==> src/rtl/sys_array_pkg.sv <==
// sys_array_pkg
// Shared definitions for the systolic-array sequencing controller:
//   - state_t  : controller phases IDLE -> CLEAR -> LOAD -> DRAIN -> OUT
//   - LEN_W    : default width of the stream length and buffer addresses
//   - drainLen : number of DRAIN cycles needed after the last operand read
package sys_array_pkg;

    localparam int LEN_W = 16;

    typedef enum logic [2:0] {
        IDLE,
        CLEAR,
        LOAD,
        DRAIN,
        OUT
    } state_t;

    // Covers the operand buffer latency, the skew across the array in both
    // directions, and the array output register.
    function automatic int drainLen(input int sysDim, input int rdLat);
        return rdLat + 2 * sysDim;
    endfunction

endpackage

==> src/rtl/sys_array_cnt.sv <==
// sys_array_cnt
// Loadable down-counter with a terminal-count flag. Used to time the LOAD and
// DRAIN phases of the scheduler. The counter stops at zero.
// Ports:
//   clk        rising-edge clock
//   rst        asynchronous active-low reset (count -> 0)
//   load       load loadValue (has priority over en)
//   loadValue  value to load
//   en         decrement by one while the count is non-zero
//   tc         high while the count is zero
module sys_array_cnt #(
    parameter int W = 16
) (
    input  logic         clk,
    input  logic         rst,
    input  logic         load,
    input  logic [W-1:0] loadValue,
    input  logic         en,
    output logic         tc
);

    logic [W-1:0] count_reg;

    always_ff @(posedge clk or negedge rst) begin
        if (!rst) begin
            count_reg <= '0;
        end else if (load) begin
            count_reg <= loadValue;
        end else if (en && (count_reg != '0)) begin
            count_reg <= count_reg - W'(1);
        end
    end

    assign tc = (count_reg == '0);

endmodule

==> src/rtl/sys_array_sched.sv <==
// sys_array_sched
// Sequencing controller for a SysDimension x SysDimension systolic array.
// Accepts a tile command with stream length K, clears the array, issues K
// operand read addresses, keeps the array enabled through fill and drain, then
// presents the finished tile with a valid/ready handshake.
// Ports:
//   clk, rst                  clock, asynchronous active-low reset
//   start, streamLength       command pulse and K (sampled in IDLE only)
//   abort                     synchronous abort back to IDLE, no done
//   busy                      high outside IDLE
//   array_clr, array_en       array accumulator clear and enable
//   w_rd_en/f_rd_en           weight / feature buffer read strobes
//   w_rd_addr/f_rd_addr       weight / feature buffer read addresses
//   out_valid, out_ready      finished-tile handshake
//   done                      one-cycle completion pulse
//   perf_busy, perf_stall     only with SYS_ARRAY_SCHED_PERF_EN defined:
//                             saturating busy-cycle and output-stall counters
// All outputs are registered from the next state, so they line up with the
// state register.
module sys_array_sched #(
    parameter int SysDimension = 16,
    parameter int LEN_W        = sys_array_pkg::LEN_W,
    parameter int RD_LAT       = 1
) (
    input  logic             clk,
    input  logic             rst,
    input  logic             start,
    input  logic [LEN_W-1:0] streamLength,
    input  logic             abort,
    output logic             busy,
    output logic             array_clr,
    output logic             array_en,
    output logic             w_rd_en,
    output logic             f_rd_en,
    output logic [LEN_W-1:0] w_rd_addr,
    output logic [LEN_W-1:0] f_rd_addr,
    output logic             out_valid,
    input  logic             out_ready,
    output logic             done
`ifdef SYS_ARRAY_SCHED_PERF_EN
    ,
    output logic [31:0]      perf_busy,
    output logic [31:0]      perf_stall
`endif
);

    import sys_array_pkg::*;

    localparam int D       = drainLen(SysDimension, RD_LAT);
    localparam int DRAIN_W = $clog2(D + 1);

    state_t state_reg, state_next;

    logic             busy_reg, busy_next;
    logic             clr_reg, clr_next;
    logic             en_reg, en_next;
    logic             rd_reg, rd_next;
    logic [LEN_W-1:0] addr_reg, addr_next;
    logic             valid_reg, valid_next;
    logic             done_reg, done_next;

    logic cnt_load;
    logic load_tc;
    logic drain_tc;

    // Both phase counters are armed when the command is accepted; each only
    // counts down while its own phase is active. Loading K-1 / D-1 gives
    // exactly K / D cycles, leaving on the cycle the count reads zero.
    sys_array_cnt #(.W(LEN_W)) u_load_cnt (
        .clk       (clk),
        .rst       (rst),
        .load      (cnt_load),
        .loadValue (streamLength - LEN_W'(1)),
        .en        (state_reg == LOAD),
        .tc        (load_tc)
    );

    sys_array_cnt #(.W(DRAIN_W)) u_drain_cnt (
        .clk       (clk),
        .rst       (rst),
        .load      (cnt_load),
        .loadValue (DRAIN_W'(D - 1)),
        .en        (state_reg == DRAIN),
        .tc        (drain_tc)
    );

    always_ff @(posedge clk or negedge rst) begin
        if (!rst) begin
            state_reg <= IDLE;
        end else begin
            state_reg <= state_next;
        end
    end

    always_comb begin
        state_next = state_reg;
        done_next  = 1'b0;
        cnt_load   = 1'b0;
        if (abort) begin
            state_next = IDLE;
        end else begin
            case (state_reg)
                IDLE: begin
                    if (start) begin
                        if (streamLength != '0) begin
                            state_next = CLEAR;
                            cnt_load   = 1'b1;
                        end else begin
                            // Empty tile: nothing to compute, just acknowledge.
                            done_next = 1'b1;
                        end
                    end
                end
                CLEAR: state_next = LOAD;
                LOAD:  if (load_tc) state_next = DRAIN;
                DRAIN: if (drain_tc) state_next = OUT;
                OUT: begin
                    if (valid_reg && out_ready) begin
                        state_next = IDLE;
                        done_next  = 1'b1;
                    end
                end
                default: state_next = IDLE;
            endcase
        end

        busy_next  = (state_next != IDLE);
        clr_next   = (state_next == CLEAR);
        en_next    = (state_next == LOAD) || (state_next == DRAIN);
        rd_next    = (state_next == LOAD);
        valid_next = (state_next == OUT);

        // Address runs 0..K-1 through LOAD and freezes during DRAIN.
        addr_next = '0;
        if (state_next == LOAD) begin
            addr_next = (state_reg == LOAD) ? addr_reg + LEN_W'(1) : '0;
        end else if (state_next == DRAIN) begin
            addr_next = addr_reg;
        end
    end

    always_ff @(posedge clk or negedge rst) begin
        if (!rst) begin
            busy_reg  <= 1'b0;
            clr_reg   <= 1'b0;
            en_reg    <= 1'b0;
            rd_reg    <= 1'b0;
            addr_reg  <= '0;
            valid_reg <= 1'b0;
            done_reg  <= 1'b0;
        end else begin
            busy_reg  <= busy_next;
            clr_reg   <= clr_next;
            en_reg    <= en_next;
            rd_reg    <= rd_next;
            addr_reg  <= addr_next;
            valid_reg <= valid_next;
            done_reg  <= done_next;
        end
    end

    assign busy      = busy_reg;
    assign array_clr = clr_reg;
    assign array_en  = en_reg;
    assign w_rd_en   = rd_reg;
    assign f_rd_en   = rd_reg;
    assign w_rd_addr = addr_reg;
    assign f_rd_addr = addr_reg;
    assign out_valid = valid_reg;
    assign done      = done_reg;

`ifdef SYS_ARRAY_SCHED_PERF_EN
    logic [31:0] perf_busy_reg;
    logic [31:0] perf_stall_reg;
    logic        start_acc;

    assign start_acc = (state_reg == IDLE) && start && !abort;

    always_ff @(posedge clk or negedge rst) begin
        if (!rst) begin
            perf_busy_reg  <= '0;
            perf_stall_reg <= '0;
        end else if (start_acc) begin
            perf_busy_reg  <= '0;
            perf_stall_reg <= '0;
        end else begin
            if (busy_reg && (perf_busy_reg != '1)) begin
                perf_busy_reg <= perf_busy_reg + 32'd1;
            end
            if (valid_reg && !out_ready && (perf_stall_reg != '1)) begin
                perf_stall_reg <= perf_stall_reg + 32'd1;
            end
        end
    end

    assign perf_busy  = perf_busy_reg;
    assign perf_stall = perf_stall_reg;
`endif

endmodule

==> config.mk <==
export PLATFORM = sky130hd
export DESIGN_NAME = sys_array_sched
export DESIGN_NICKNAME = d
export VERILOG_FILES = /design/src/rtl/sys_array_pkg.sv /design/src/rtl/sys_array_cnt.sv /design/src/rtl/sys_array_sched.sv
export SDC_FILE = /design/constraint.sdc
export NUM_CORES = 1
export LEC_CHECK = 0
export CAP_MARGIN = 5
export CORE_MARGIN = 4
export CORE_UTILIZATION = 55
export CTS_BUF_LIST = sky130_fd_sc_hd__clkbuf_8
export CTS_CLUSTER_DIAMETER = 60
export DETAILED_ROUTE_END_ITERATION = 8
export GPL_TIMING_DRIVEN = 0
export PLACE_DENSITY = 0.85
export SLEW_MARGIN = 20
export SYNTH_ARGS = -nofsm -noshare
export SYNTH_HDL_FRONTEND = slang
export SYNTH_HIERARCHICAL = 1
export SYNTH_SLANG_ARGS = --single-unit
==> constraint.sdc <==
create_clock -name clk -period 4.7 [get_ports clk]
set_clock_uncertainty 0.05 [all_clocks]
set_input_delay 0.47 -clock clk [delete_from_list [all_inputs] [get_ports clk]]
set_output_delay 0.47 -clock clk [all_outputs]
set_load 0.05 [all_outputs]
==> reports/metrics.csv, run 1 <==
stage;metric;value;unit
yosys;post-synthesis register bit count;47;
yosys;Yosys warnings;6;
yosys;top-area cell type share of the netlist area;0.365;
clock_tree;cts repair resizes;0;
hold_path;Min-Delay Path Class;primary input to async pin;
sta;RSZ-0062 raised after global routing;no;
placement;port bufs;59;
global_routing;antenna violations before repair;0;
critical_path;Worst EP required;4850;ps
cells_and_area;register area;0.00118;mm2
sta;worst-margin pin slew;977;ps
sta;final setup violating endpoints;0;
critical_path;critical setup path kind;flip-flop to flip-flop;
clock_tree;TritonCTS Buffers;5;
placement;GPL Wtd Cong;0.905;
yosys;Avg Cell Area, Syn;8.63;um2
power;P per Cell Area;275;mW/mm2
floorplanning;io pins;60;
global_routing;largest net degree at the start of global routing;28;
sta;fmax;0.304;GHz
floorplanning;full die area;0.00714;mm2
power;VDD IR max;0.000184;V
clock_tree;cts hold-fix bufs;0;
clock_tree;Max clock buf depth;2;
route;Vias;3057;
clock_tree;CTS tree;done;
cells_and_area;layout cells sized above 1;0.103;
critical_path;r2r startpoint;u_load_cnt/count_reg[0];
route;DRT Wirelength;7690;um
global_routing;GRT Residual Overflow;0;
floorplanning;core area;0.00557;mm2
clock_tree;post-CTS setup buffer count;0;
floorplanning;width of the die;84.5;um
global_routing;total global-route track usage;0.217;
critical_path;reg2reg end;f_rd_addr[7];
clock_tree;Worst-path clk slew;90;ps
yosys;post-synth top area cell;dfrtp_1;
clock_tree;CTS Root Cell;clkbuf_8;
yosys;number of synthesized flops with an enable pin;0;
yosys;sequential cell area fraction in the yosys report;0.365;
global_routing;vias in the first global route;2860;
cells_and_area;# diodes;0;
critical_path;Worst Setup Start Kind;flip-flop;
sta;Max Slew Vio Count;0;
flow_run;MaxCap Viol Count;0;
yosys;most frequent cells after synthesis;47 x dfrtp_1, 36 x nand2_1, 30 x nor2_1;
yosys;Main synth FF type;dfrtp_1;
clock_tree;H-tree depth;2;
sta;WHS;68.9;ps
critical_path;peak fanout along the critical path;10;
critical_path;cells on worst reg2reg path;10;
route;Post-DRT Antenna Nets;0;
floorplanning;FP Rows;27;
sta;Final Hold Fails;0;
sta;Final TNS setup;0;ps
power;Tot Pwr;1.11;mW
cells_and_area;Multi-input gate area;0.00180;mm2
sta;Slew headroom;0.343;
critical_path;WP data arrival;3440;ps
power;Pleak;1.63;nW
yosys;Distinct cells, synth;58;
sta;crit path time final;3290;ps
critical_path;Register-to-Register Setup Slack;1410;ps
yosys;top cells by area, synth;dfrtp_1 37%, buf_4 4.2%, nand2_1 4.2%;
route;Initial DRC Count;230;
route;DRT Pass-1 Iters;5;
floorplanning;Die Y;84.5;um
cells_and_area;number of nets in the layout;471;
clock_tree;insertion delay to the later sink of the worst-skew pair;300;ps
route;DRC Markers;0;
global_routing;global-route wire length before repair;12900;um
cells_and_area;area growth from synthesis to layout;25.8;%
clock_tree;# clock sinks;47;
yosys;mapped cell area;0.00322;mm2
cells_and_area;# fillers;455;
yosys;cells after synthesis;373;
status;outcome;finished, final reports clean;
route;vias per cell;5.91;
floorplanning;initial core utilization;0.577;
sta;final worst-path cycle share;0.700;
yosys;asr flop ratio synth;1.00;
yosys;most common cell in the synthesized netlist;dfrtp_1;
route;WL/cell;14.9;um
placement;post-detail-place hpwl;5900;um
critical_path;Worst setup EP type;flip-flop;
[worst max-delay path by stage]
stage | endpoint | depth (start not counted) | slack (ps) | startpoint
floorplan | f_rd_addr[7] | 10 | 2210 | u_load_cnt/count_reg[0]
global placement | f_rd_addr[7] | 10 | 1580 | u_load_cnt/count_reg[0]
detailed placement | f_rd_addr[7] | 10 | 1500 | u_load_cnt/count_reg[0]
CTS | f_rd_addr[7] | 10 | 1480 | u_load_cnt/count_reg[0]
global route | f_rd_addr[5] | 10 | 1150 | u_load_cnt/count_reg[0]
finish | f_rd_addr[7] | 10 | 1410 | u_load_cnt/count_reg[0]
[critical path, stage by stage (launching register included)]
cell,delay [ps]
dfrtp_1,400
inv_1,100
ha_1,200
nor4b_1,610
nand4_1,380
inv_1,220
nand2b_1,90
a211oi_2,520
clkbuf_1,390
o21ai_0,160
o41ai_1,80
[layer usage]
layer,wire [um],GRT usage,share of wire,vias up
met5,0,0,0,-
met4,139,0.0604,0.018,0
met3,389,0.0422,0.051,17
met2,3930,0.398,0.51,100
met1,3230,0.257,0.42,1439
li1,-,-,-,1501
[cells by family after synthesis]
logic type      count (synthesis)  share of synthesized area
compound gates                 87                      0.181
xor+xnor                       12                     0.0327
fa+ha+maj                       6                     0.0233
buf+inv                        47                     0.0832
flops                          47                      0.365
mux                             4                     0.0128
other cells                     2                    0.00233
simple gates                  168                      0.299
[layout make-up]
cell class | instances | area share
clock inverters | 3 | 0.0108
repair buffers | 60 | 0.150
clock buffers | 5 | 0.0170
plain buffers | 31 | 0.0513
flip-flops and latches | 47 | 0.291
inverters | 16 | 0.0148
well taps | 72 | 0.0223
multi-input cells | 283 | 0.444
[placed cells by master (no fill, tap or decap), types with 7 or more instances in the layout]
| cell | instances |
|---|---|
| clkbuf_1 | 8 |
| a21oi_1 | 13 |
| nor2_1 | 30 |
| nand3_1 | 14 |
| or4_1 | 11 |
| a31oi_1 | 11 |
| or3_1 | 8 |
| nor3_1 | 8 |
| o21ai_1 | 9 |
| buf_4 | 18 |
| dfrtp_1 | 47 |
| and2_1 | 10 |
| inv_1 | 16 |
| nand2_1 | 36 |
| xor2_1 | 7 |
| nor4_1 | 7 |
| clkdlybuf4s50_1 | 58 |
| o21ai_0 | 20 |
[power by group]
| group | internal [mW] | switching, mW |
|---|---|---|
| Clock | 0.159 | 0.143 |
| Sequential | 0.460 | 0.0652 |
| Combinational | 0.124 | 0.161 |
| Total | 0.742 | 0.370 |
[stage by stage]
stage | instances | utilization | cell area [um2] | worst slack (ps)
after floorplan | 377 | - | 3230 | 2210
after global placement | 508 | 0.702 | 3910 | 1580
after detailed placement | 509 | 0.706 | 3940 | 1500
after CTS | 517 | 0.726 | 4050 | 1480
after global routing | 517 | 0.726 | 4050 | 1150
final | 517 | 0.726 | 4050 | 1410
No activity file was read; power rests on OpenSTA's default activity.
==> inputs of run 2 (changes only) <==
Settings changed: CORE_UTILIZATION 55 to 54, PLACE_DENSITY 0.85 to 0.83.
Clock period 4.7 ns to 3.1 ns, I/O delays scaled along.
==> reports/metrics.csv, run 2 (synthesis results as in run 1) <==
stage;metric;value;unit;change
status;outcome;finished, final reports clean;;
hold_path;Worst Hold Depth;1;;
critical_path;crit-path cells;inv_1 > ha_1 > nor4b_2 > nand4_1 > inv_1 > nand2b_1 > a211oi_4 > clkbuf_2 > o21ai_0 > o21ai_0;;
floorplanning;FP Rows;27;;unchanged
critical_path;Worst Setup SP;u_load_cnt/count_reg[0];;
power;switching fraction of total power;0.332;;-0.000571
clock_tree;CTS Root Cell;clkbuf_8;;
clock_tree;CTS tree;done;;
critical_path;Crit path max-delay family;simple AND/OR/NAND/NOR gates;;
placement;post-detail-place hpwl;5850;um;-0.80%
power;NetSw;0.541;mW;+46%
clock_tree;insertion delay to the later sink of the worst-skew pair;300;ps;about the same
critical_path;number of cells on the critical path;10;;unchanged
route;Initial DRC Count;162;;-30%
route;WL/cell;14.7;um;-0.99%
clock_tree;Max clock buf depth;2;;unchanged
route;vias per cell;5.95;;+0.62%
cells_and_area;Multi-input gate area;0.00182;mm2;+1.1%
sta;RSZ-0062 raised after global routing;no;;
sta;final setup violating endpoints;0;;unchanged
clock_tree;TritonCTS Buffers;5;;unchanged
clock_tree;H-tree depth;2;;unchanged
sta;crit path time final;2750;ps;-537 ps
sta;Max Slew Vio Count;0;;unchanged
cells_and_area;Core Util, Final;0.723;;-0.00271
floorplanning;io pins;60;;unchanged
global_routing;total global-route track usage;0.211;;-0.00578
sta;WHS;473;ps;+404 ps
power;VDD IR max;0.000236;V;+28%
cells_and_area;layout cells sized above 1;0.110;;+0.00625
cells_and_area;number of nets in the layout;473;;+0.42%
global_routing;antenna violations before repair;0;;unchanged
cells_and_area;non-filler cells, final;519;;+0.39%
placement;GPL Wtd Cong;0.941;;+4.0%
placement;dpl cells;509;;unchanged
hold_path;Min-Delay Path Class;flip-flop to flip-flop;;
floorplanning;core area;0.00564;mm2;+1.2%
route;DRC Markers;0;;unchanged
critical_path;r2r startpoint;u_load_cnt/count_reg[0];;
power;clock power share;0.246;;-0.025
cells_and_area;commonest non-fill, non-tap cell in the layout;clkdlybuf4s50_1;;
power;Tot Pwr;1.63;mW;+47%
critical_path;Worst setup EP type;flip-flop;;
floorplanning;full die area;0.00726;mm2;+1.7%
power;Pleak;1.64;nW;+0.89%
global_routing;largest net degree at the start of global routing;28;;unchanged
power;cell-internal power;1.09;mW;+47%
critical_path;Slowest cell on crit path;a211oi_4;;
sta;final worst-path cycle share;0.889;;+0.188
critical_path;critical setup path kind;flip-flop to flip-flop;;
power;Seq pwr share;0.489;;+0.017
floorplanning;width of the die;85.2;um;+0.83%
critical_path;Worst EP required;3270;ps;-1580 ps
clock_tree;Worst-path clk slew;80;ps;about the same
hold_path;HP Start;f_rd_addr[11];;
sta;Final Hold Fails;0;;unchanged
cells_and_area;most frequent cells in the layout;58 x clkdlybuf4s50_1, 47 x dfrtp_1, 36 x nand2_1;;
floorplanning;Die Y;85.2;um;+0.83%
route;DRT Wirelength;7650;um;-0.61%
floorplanning;initial core utilization;0.570;;-0.00691
critical_path;cells on worst reg2reg path;10;;unchanged
placement;port bufs;59;;unchanged
critical_path;crit-path max cell delay;440;ps;-170 ps
global_routing;vias in the first global route;2799;;-2.1%
route;Vias;3088;;+1.0%
critical_path;Worst Setup Start Kind;flip-flop;;
critical_path;worst path bufs/invs;3;;unchanged
power;Combinational Power Share;0.265;;+0.009
clock_tree;# clock sinks;47;;unchanged
cells_and_area;area growth from synthesis to layout;26.8;%;
power;P per Cell Area;399;mW/mm2;+45%
route;Post-DRT Antenna Nets;0;;unchanged
cells_and_area;register area;0.00118;mm2;unchanged
sta;Final TNS setup;0;ps;unchanged
critical_path;WP data arrival;2930;ps;-510 ps
critical_path;peak fanout along the critical path;10;;unchanged
sta;fmax;0.363;GHz;+19%
flow_run;MaxCap Viol Count;0;;unchanged
sta;Slew headroom;0.448;;+0.105
cells_and_area;# diodes;0;;unchanged
route;DRT Pass-1 Iters;6;;+1
global_routing;GRT Residual Overflow;0;;unchanged
cells_and_area;# fillers;446;;-2.0%
global_routing;global-route wire length before repair;12600;um;-2.4%
sta;worst-margin pin slew;821;ps;-156 ps
-- run 2: power by group through the flow --
stage	Combinational (mW)	Sequential (mW)	Clock, mW
after floorplan	0.284	0.798	0
after global placement	0.405	0.798	0
after detailed placement	0.425	0.803	0
after CTS	0.430	0.793	0.410
after global routing	0.481	0.813	0.439
final	0.432	0.796	0.401
-- run 2: metrics by stage --
step | cell area, um2 | worst slack [ps]
after global placement | 3910 | -78.7
final | 4080 | 345
after global routing | 4080 | 123
after floorplan | 3230 | 612
after CTS | 4060 | 50.3
after detailed placement | 3940 | -180
-- run 2: worst reg2reg max path, delay by kind of cell, from the launching register on --
family / cells / cell delay, ps
compound gates: 3 / 690
flops: 1 / 400
buf+inv: 3 / 600
simple gates: 3 / 720
fa+ha+maj: 1 / 220
-- run 2: per-layer routing --
| layer | share of wire | track usage | up-vias |
|---|---|---|---|
| met2 | 0.49 | 0.359 | 113 |
| li1 | - | - | 1509 |
| met5 | 0 | 0 | - |
| met3 | 0.059 | 0.0398 | 10 |
| met1 | 0.44 | 0.264 | 1456 |
| met4 | 0.016 | 0.0820 | 0 |
-- run 2: worst paths after layout --
path / endpoint / slack, ps
max in group asynchronous: f_rd_addr[13] / 1960
min in group asynchronous: u_load_cnt/count_reg[9] / 510
min: f_rd_addr[11] / 470
max reg2reg: f_rd_addr[3] / 350
max: f_rd_addr[3] / 350
min reg2reg: f_rd_addr[11] / 470
-- run 2: area by class of cell --
type                            count  area share
Buffer                             31      0.0512
Clock buffer                        7      0.0236
Clock inverter                      1    0.000920
Inverter                           16      0.0147
Multi-Input combinational cell    283       0.445
Sequential cell                    47       0.288
Tap cell                           72      0.0221
Timing Repair Buffer               62       0.155
-- run 2: repair_timing --
item,4_1_cts,5_1_grt
endpoints found under the hold margin,26,0
resized for setup,1,3
pin swaps,0,0
buffers inserted,0,1
setup endpoints to repair,10,10
hold buffers,1,0
